**src/rtl/motoro3_pkg.sv**
```systemverilog
// State encoding and default sizing shared by the motor PWM generator family.
package motoro3_pkg;

  typedef enum logic [1:0] {
    IDLE    = 2'd0,
    ON      = 2'd1,
    OFF     = 2'd2,
    FULL_ON = 2'd3
  } pwm_state_t;

  localparam int DEF_CNT_W   = 13;
  localparam int DEF_MIN_ON  = 32;
  localparam int DEF_MIN_OFF = 32;

endpackage

```
**src/rtl/motoro3_pwm_clamp.sv**
```systemverilog
// Runt-pulse clamp: maps a requested duty/period pair onto the PWM state that
// a fresh period should start in, plus the duty that state actually produces.
module motoro3_pwm_clamp
  import motoro3_pkg::*;
#(
  parameter int CNT_W   = DEF_CNT_W,
  parameter int MIN_ON  = DEF_MIN_ON,
  parameter int MIN_OFF = DEF_MIN_OFF
) (
  input  logic [CNT_W-1:0] duty,
  input  logic [CNT_W-1:0] period,
  output pwm_state_t       nextState,
  output logic [CNT_W-1:0] effDuty
);

  localparam logic [CNT_W-1:0] MinOn  = CNT_W'(MIN_ON);
  localparam logic [CNT_W-1:0] MinOff = CNT_W'(MIN_OFF);

  always_comb begin
    nextState = ON;
    effDuty   = duty;
    if (period == '0) begin
      nextState = IDLE;
      effDuty   = '0;
    end else if (duty == '0 || duty < MinOn) begin
      nextState = OFF;
      effDuty   = '0;
    end else if (duty >= period || (period - duty) < MinOff) begin
      // period - duty is only evaluated once duty < period, so it cannot wrap
      nextState = FULL_ON;
      effDuty   = period;
    end
  end

endmodule

```
**src/rtl/motoro3_pwm_gen_param.sv**
```systemverilog
// Runtime-programmable motor PWM with shadowed duty/period and runt clamping.
// Optional soft-start ramp is compiled in with MOTORO3_PWM_SOFTSTART_EN.
module motoro3_pwm_gen_param
  import motoro3_pkg::*;
#(
  parameter int CNT_W   = DEF_CNT_W,
  parameter int MIN_ON  = DEF_MIN_ON,
  parameter int MIN_OFF = DEF_MIN_OFF
`ifdef MOTORO3_PWM_SOFTSTART_EN
  , parameter int RAMP_STEP = 16
`endif
) (
  input  logic             clk,
  input  logic             rst,
  input  logic             aE,
  input  logic             bE,
  input  logic             cE,
  input  logic             m3cntLast1,
  input  logic [CNT_W-1:0] duty,
  input  logic [CNT_W-1:0] period,
  output logic             pwm,
  output logic             pwm_start,
  output logic             full_on
);

  localparam logic [CNT_W-1:0] ONE = CNT_W'(1);

  pwm_state_t       state, nextState, clampState;
  logic [CNT_W-1:0] cnt, dutyS, periodS;
  logic [CNT_W-1:0] loadDuty, effDuty;
  logic             en, periodEnd, load;

  assign en        = aE | bE | cE;
  assign periodEnd = (state != IDLE) && (cnt == periodS - ONE);
  // A coincident strobe and period end collapse into this single load
  assign load      = en && ((state == IDLE) || periodEnd || m3cntLast1);

`ifdef MOTORO3_PWM_SOFTSTART_EN
  logic [CNT_W-1:0] ramp, rampBase;
  logic [CNT_W:0]   rampSum;

  assign rampBase = (state == IDLE) ? '0 : ramp;
  assign rampSum  = {1'b0, rampBase} + (CNT_W+1)'(RAMP_STEP);
  assign loadDuty = (rampSum > {1'b0, duty}) ? duty : rampSum[CNT_W-1:0];

  always_ff @(posedge clk or posedge rst) begin
    if (rst) begin
      ramp <= '0;
    end else if (!en) begin
      ramp <= '0;
    end else if (load) begin
      ramp <= loadDuty;
    end
  end
`else
  assign loadDuty = duty;
`endif

  motoro3_pwm_clamp #(
    .CNT_W  (CNT_W),
    .MIN_ON (MIN_ON),
    .MIN_OFF(MIN_OFF)
  ) uClamp (
    .duty     (loadDuty),
    .period   (period),
    .nextState(clampState),
    .effDuty  (effDuty)
  );

  always_comb begin
    nextState = state;
    if (!en) begin
      nextState = IDLE;
    end else if (load) begin
      nextState = clampState;
    end else if (state == ON && cnt == dutyS - ONE) begin
      nextState = OFF;
    end
  end

  always_ff @(posedge clk or posedge rst) begin
    if (rst) begin
      state     <= IDLE;
      cnt       <= '0;
      dutyS     <= '0;
      periodS   <= '0;
      pwm       <= 1'b0;
      pwm_start <= 1'b0;
      full_on   <= 1'b0;
    end else begin
      state <= nextState;
      if (!en || load || state == IDLE) begin
        cnt <= '0;
      end else begin
        cnt <= cnt + ONE;
      end
      if (load) begin
        dutyS   <= effDuty;
        periodS <= period;
      end
      // Gate outputs trail the state by one edge; losing all enables kills them at once
      pwm       <= en && (state == ON || state == FULL_ON);
      full_on   <= en && (state == FULL_ON);
      pwm_start <= load && (clampState != IDLE);
    end
  end

endmodule

```
**config.mk**
```make
export PLATFORM = sky130hd
export DESIGN_NAME = motoro3_pwm_gen_param
export DESIGN_NICKNAME = d
export VERILOG_FILES = /design/src/rtl/motoro3_pkg.sv /design/src/rtl/motoro3_pwm_clamp.sv /design/src/rtl/motoro3_pwm_gen_param.sv
export SDC_FILE = /design/constraint.sdc
export NUM_CORES = 1
export LEC_CHECK = 0
export CAP_MARGIN = 10
export CORE_MARGIN = 2
export CORE_UTILIZATION = 39
export DETAILED_ROUTE_END_ITERATION = 16
export MAX_ROUTING_LAYER = met4
export PLACE_DENSITY_LB_ADDON = 0.08
export REMOVE_ABC_BUFFERS = 1
export SYNTH_ARGS = -nofsm -noshare
export SYNTH_HDL_FRONTEND = slang
export SYNTH_HIERARCHICAL = 1
export SYNTH_SLANG_ARGS = --single-unit
```
**constraint.sdc**
```tcl
create_clock -name clk -period 6.6 [get_ports clk]
set_input_delay 0.66 -clock clk [delete_from_list [all_inputs] [get_ports clk]]
set_output_delay 0.66 -clock clk [all_outputs]
set_load 0.1 [all_outputs]
```
# Word-level counts from Yosys, hierarchy flattened
# Cells that the tools add are included.
# W data, S select, Z words.
[word_totals]
ff_bits = 44
output_inout_bits = 3
elab_cells = 50
[classes]
add_sub_neg = 4
n_lt_le_gt_ge = 3
n_eq_ne = 5
n_mux = 10
n_bitwise = 2
reduce_logical = 19
[ops]
columns = ["operator", "count"]
rows = [
  ["$mux W13", 4],
  ["$eq A13 B13 Y1", 2],
  ["$logic_not A13 Y1", 2],
  ["$lt A13 B6 Y1 const B", 2],
  ["$sub A13 B1 Y13 const B", 2],
  ["$add A13 B1 Y13 const B", 1],
  ["$ge A13 B13 Y1", 1],
  ["$sub A13 B13 Y13", 1],
  ["$mux W2", 6],
  ["$logic_or A1 B1 Y1", 7],
  ["$logic_and A1 B1 Y1", 6],
  ["$reduce_bool A2 Y1", 2],
  ["$ne A3 B1 Y1 const B", 1],
  ["$eq A2 B1 Y1 const B", 1],
  ["$eq A2 B2 Y1 const B", 1],
  ["$logic_not A2 Y1", 1],
  ["$or A1 B1 Y1", 2],
  ["$logic_not A1 Y1", 1],
]

# Depth between registers and ports, before layout
[logic_depth]
ltp_word = 9
mapped_depth = 15
depth_no_buf = 13

# Modules after synthesis
# The synthesis kept the hierarchy.
[modules_own_cells]
columns = ["module", "instances", "cells_each", "area_per_inst_um2", "seq_area_each_um2"]
rows = [
  ["motoro3_pwm_gen_param", 1, 249, 2612.5, 1101.1],
  ["motoro3_pwm_clamp", 1, 158, 1132.3, 0.0],
]

# Worst setup path before layout
# OpenSTA, ideal clock, no wires.
[synth_timing]
kind = "in2reg"
startpoint = "in duty[1]"
endpoint = "reg dutyS[8]"
setup_ps = 127
arrival_time_ps = 3147
required_time_ps = 6473
path_slack_ps = 3326
path_stages = 13
path_cell_list = "inv_1 ha_1 nor2b_4 o31a_1 a2111oi_2 or4b_1 o2111ai_1 or4_1 buf_2 buf_6 nand3_2 a21boi_2 mux2_1"
[synth_between]
elab_chain_len = 6
elab_cells_between_ends = 10
classes_between = "add/sub (1); order compare (3); mux (3); reduce/logical (3)"
[synth_rtl]
columns = ["element", "line_no", "rtl"]
rows = [
  ["from (decl)", "motoro3_pwm_gen_param.sv:19", "input logic [CNT_W-1:0] duty,"],
  ["$sub A13 B13 Y13", "motoro3_pwm_clamp.sv:28", "end else if (duty >= period || (period - duty) < MinOff) begin"],
  ["$lt A13 B6 Y1", "motoro3_pwm_clamp.sv:28", ""],
  ["$logic_or A1 B1 Y1", "motoro3_pwm_clamp.sv:28", ""],
  ["$mux W13", "motoro3_pwm_clamp.sv:28", ""],
  ["$mux W13 *", "motoro3_pwm_clamp.sv:25", "end else if (duty == '0 || duty < MinOn) begin"],
  ["$mux W13 *", "motoro3_pwm_clamp.sv:22", "if (period == '0) begin"],
  ["net effDuty[8]", "motoro3_pwm_gen_param.sv:30", "logic [CNT_W-1:0] loadDuty, effDuty;"],
  ["to (signal assigned)", "motoro3_pwm_gen_param.sv:98", "dutyS <= effDuty;"],
  ["to (decl)", "motoro3_pwm_gen_param.sv:29", "logic [CNT_W-1:0] cnt, dutyS, periodS;"],
]
# The timed path passes the listed nets; every way through them passes the cells marked *.
# A chain may end at the register's enable or synchronous reset.

# Worst setup path in the final report
[layout_timing]
startpoint = "in duty[5]"
endpoint = "reg state[1]"
[layout_between]
elab_chain_len = 8
elab_cells_between_ends = 12
classes_between = "add/sub (1); order compare (3); mux (5); reduce/logical (3)"
[layout_rtl]
columns = ["element", "line_no", "rtl"]
rows = [
  ["$sub A13 B13 Y13", "motoro3_pwm_clamp.sv:28", ""],
  ["$lt A13 B6 Y1", "motoro3_pwm_clamp.sv:28", ""],
  ["$logic_or A1 B1 Y1", "motoro3_pwm_clamp.sv:28", ""],
  ["$mux W2", "motoro3_pwm_clamp.sv:28", ""],
  ["$mux W2 *", "motoro3_pwm_clamp.sv:25", ""],
  ["$mux W2 *", "motoro3_pwm_clamp.sv:22", ""],
  ["net clampState[1]", "motoro3_pwm_gen_param.sv:28", "pwm_state_t state, nextState, clampState;"],
  ["$mux W2 *", "motoro3_pwm_gen_param.sv:74", "end else if (load) begin"],
  ["$mux W2 *", "motoro3_pwm_gen_param.sv:72", "if (!en) begin"],
  ["to (signal assigned)", "motoro3_pwm_gen_param.sv:91", "state <= nextState;"],
  ["to (decl)", "motoro3_pwm_gen_param.sv:28", ""],
]
# Marked as above.

==> flow_metrics.py <==
metrics = {
    "power_and_ir_drop": {
        "p_per_area_nw_per_um2": 208,
        "ir_worst_vdd_v": 0.0000933,
        "power.leakage_nw": 1.72,
    },
    "sta": {
        "finalClockSkew_ps": 12.8,
        "finalHoldViolations": 0,
        "slew_viol_final": 0,
        "worst_pin_slew_ps": 1100,
        "relSlewSlack": 0.263,
        "rsz0062_at_grt": "no",
        "min_period_over_period": 0.621,
        "fmax_mhz": 244,
        "setup_viol": 0,
        "min_period_ps": 4100,
        "setup-tns-final_ps": 0,
    },
    "layout": {
        "final_cell_mix": "dfrtp_1, clkdlybuf4s50_1, nor2_1",
        "drive_gt1_frac": 0.144,
        "area_delta_synth_final_pct": 14.3,
        "final_common_cell": "dfrtp_1",
        "n_antenna_cell": 0,
        "nets": 483,
        "fin_cells": 565,
        "finalCoreUtilization": 0.461,
    },
    "synth": {
        "yosysTopAreaCellShare": 0.294,
        "ys_seq_area_frac": 0.294,
        "synth-main-ff-cell": "dfrtp_1",
        "synth_area_sq_um": 3740,
        "yosysTopAreaCell": "dfrtp_1",
        "yosys_warnings": 6,
        "syn_area_per_cell_sq_um": 9.20,
        "yosys_register_bits": 44,
        "synth_cell_types": 66,
        "synth_edf_count": 0,
        "ys_top_cells_by_area": "dfrtp_1, mux2_2, xnor2_1",
        "synthCells": 407,
        "synthArstFlopShare": 1.00,
    },
    "placement": {
        "dp_hpwl_um": 7780,
        "port_buffers": 34,
        "place_inst": 557,
        "place.gp.congestion": 0.873,
    },
    "clock_network": {
        "post_cts_buffers": 0,
        "clock-sinks": 44,
        "postCtsHoldBufs": 0,
        "htree_levels": 2,
        "cts_root_buf": "clkbuf_8",
        "clk_latency_ps": 300,
        "path_clk_slew_ps": 90,
        "cts_resized": 0,
        "cts_tree": "built",
        "cts_made_buffers": 5,
        "ctsLongestPathBuffers": 2,
    },
    "hold_path": {
        "hp-class": "reg2reg",
        "whs_path_depth": 1,
    },
    "detailed_routing": {
        "ant_nets": 0,
        "route.vias.total": 3171,
        "drc": 0,
        "routed_wl_um": 9700,
        "first_pass_iters": 4,
        "dr.first_iter.drc_count": 96,
        "viasPerCell": 5.61,
        "wl_per_cell_um": 17.2,
    },
    "setup_path": {
        "cp_max_fo": 14,
        "path_buf_inv": 2,
        "critical_path_depth": 14,
        "required_ps": 6840,
        "crit_arrival_ps": 4340,
        "reg2regPathDepth": 7,
        "end_kind": "flop",
        "cp_cell_sequence": "clkdlybuf4s50_1, inv_1, ha_1, o21ai_0, o2bb2ai_1, a21oi_1, a311o_1, mux2i_1, or4_1, nand3_1, and2_1, nor2_1, a31oi_1, o221a_2",
        "criticalPathCategory": "in2reg",
        "cp_slowest_cell": "or4_1",
        "crit_path_max_incr_delay_ps": 770,
        "start_kind": "primary input",
        "path_delay_family": "compound AO/OA/AOI/OAI gates",
    },
    "floorplanning": {
        "dieArea_sq_um": 10400,
        "fp-row-count": 35,
        "die_w_um": 102,
        "core_area_sq_um": 9280,
        "io_pins": 35,
        "start_util": 0.403,
        "die_height_um": 102,
    },
    "global_routing": {
        "antenna_found_initial": 0,
        "grt_overflow": 0,
        "grt_max_degree": 45,
        "grt_use_met3": 0.0123,
        "grt_usage": 0.205,
        "grt_pass1_wl_um": 16500,
        "top_usage_layer": "met2",
        "met2_usage": 0.344,
        "first_global_vias": 3121,
        "grt_use_met1": 0.270,
    },
    "run": {
        "drv_cap": 0,
    },
    "run_status": {
        "outcome": "complete, no violations",
    },
}
==> sequential cells by signal (all words and copies together), names as in the netlist <==
signal / count
cnt: 13
dutyS: 13
full_on: 1
periodS: 13
pwm: 1
pwm_start: 1
state: 2
==> cells in the mapped netlist (11+ instances only) <==
| library cell | count |
|---|---|
| ha_1 | 16 |
| nor2_1 | 32 |
| nand3_1 | 16 |
| xnor2_1 | 26 |
| a21oi_1 | 15 |
| mux2_2 | 24 |
| o21ai_1 | 11 |
| dfrtp_1 | 44 |
| xor2_1 | 17 |
| inv_1 | 25 |
| nand2_1 | 13 |
==> cell type report <==
cell class / count / area, sq um
timing repair buffer: 35 / 348
fill: 936 / 5000
sequential: 44 / 1100
clock buffer: 6 / 72.6
multi-input combinational: 324 / 2470
inverter: 25 / 93.8
clock inverter: 2 / 35.0
tap: 129 / 161
==> layer usage <==
layer	vias to the layer above	part of all wire
met5	-	0
met4	0	0.011
met3	8	0.022
met2	61	0.50
met1	1558	0.47
li1	1544	-
==> cells by family (layout without fill, tap and decap cells) <==
| logic type | Yosys count | after routing | share of synthesized area |
|---|---|---|---|
| mux | 30 | 30 | 0.0889 |
| xor+xnor | 43 | 43 | 0.101 |
| flops | 44 | 44 | 0.294 |
| compound gates | 91 | 91 | 0.183 |
| simple gates | 144 | 144 | 0.234 |
| buf+inv | 39 | 68 | 0.0468 |
| fa+ha+maj | 16 | 16 | 0.0535 |
==> final timing paths <==
| check | startpoint | to | slack, ps |
|---|---|---|---|
| min reg2reg | dutyS[12]$_DFFE_PP0P_ | dutyS[12]$_DFFE_PP0P_ | 570 |
| min in group asynchronous | rst | pwm$_DFF_PP0_ | 810 |
| max | duty[5] | state[1]$_DFFE_PP0P_ | 2500 |
| max in group asynchronous | rst | dutyS[1]$_DFFE_PP0P_ | 5390 |
| min | dutyS[12]$_DFFE_PP0P_ | dutyS[12]$_DFFE_PP0P_ | 570 |
| max reg2reg | periodS[8]$_DFFE_PP0P_ | periodS[6]$_DFFE_PP0P_ | 3470 |
==> power by group <==
part	internal [mW]	leakage [nW]	switching, mW
clock network	0.112	0.0552	0.0909
registers	0.307	0.545	0.0613
logic	0.152	1.12	0.168
total	0.571	1.72	0.320
==> through the flow <==
stage          area, sq um  setup slack [ps]  hold slack, ps  power (mW)
5_1_grt               4280              2250             607       0.952
6_report              4280              2500             571       0.891
3_5_place_dp          4170              2230             547       0.693
3_3_place_gp          4170              2280             549       0.689
4_1_cts               4280              2540             568       0.902
2_1_floorplan         3660              3090             500       0.594
No activity file was read; power rests on OpenSTA's default activity.
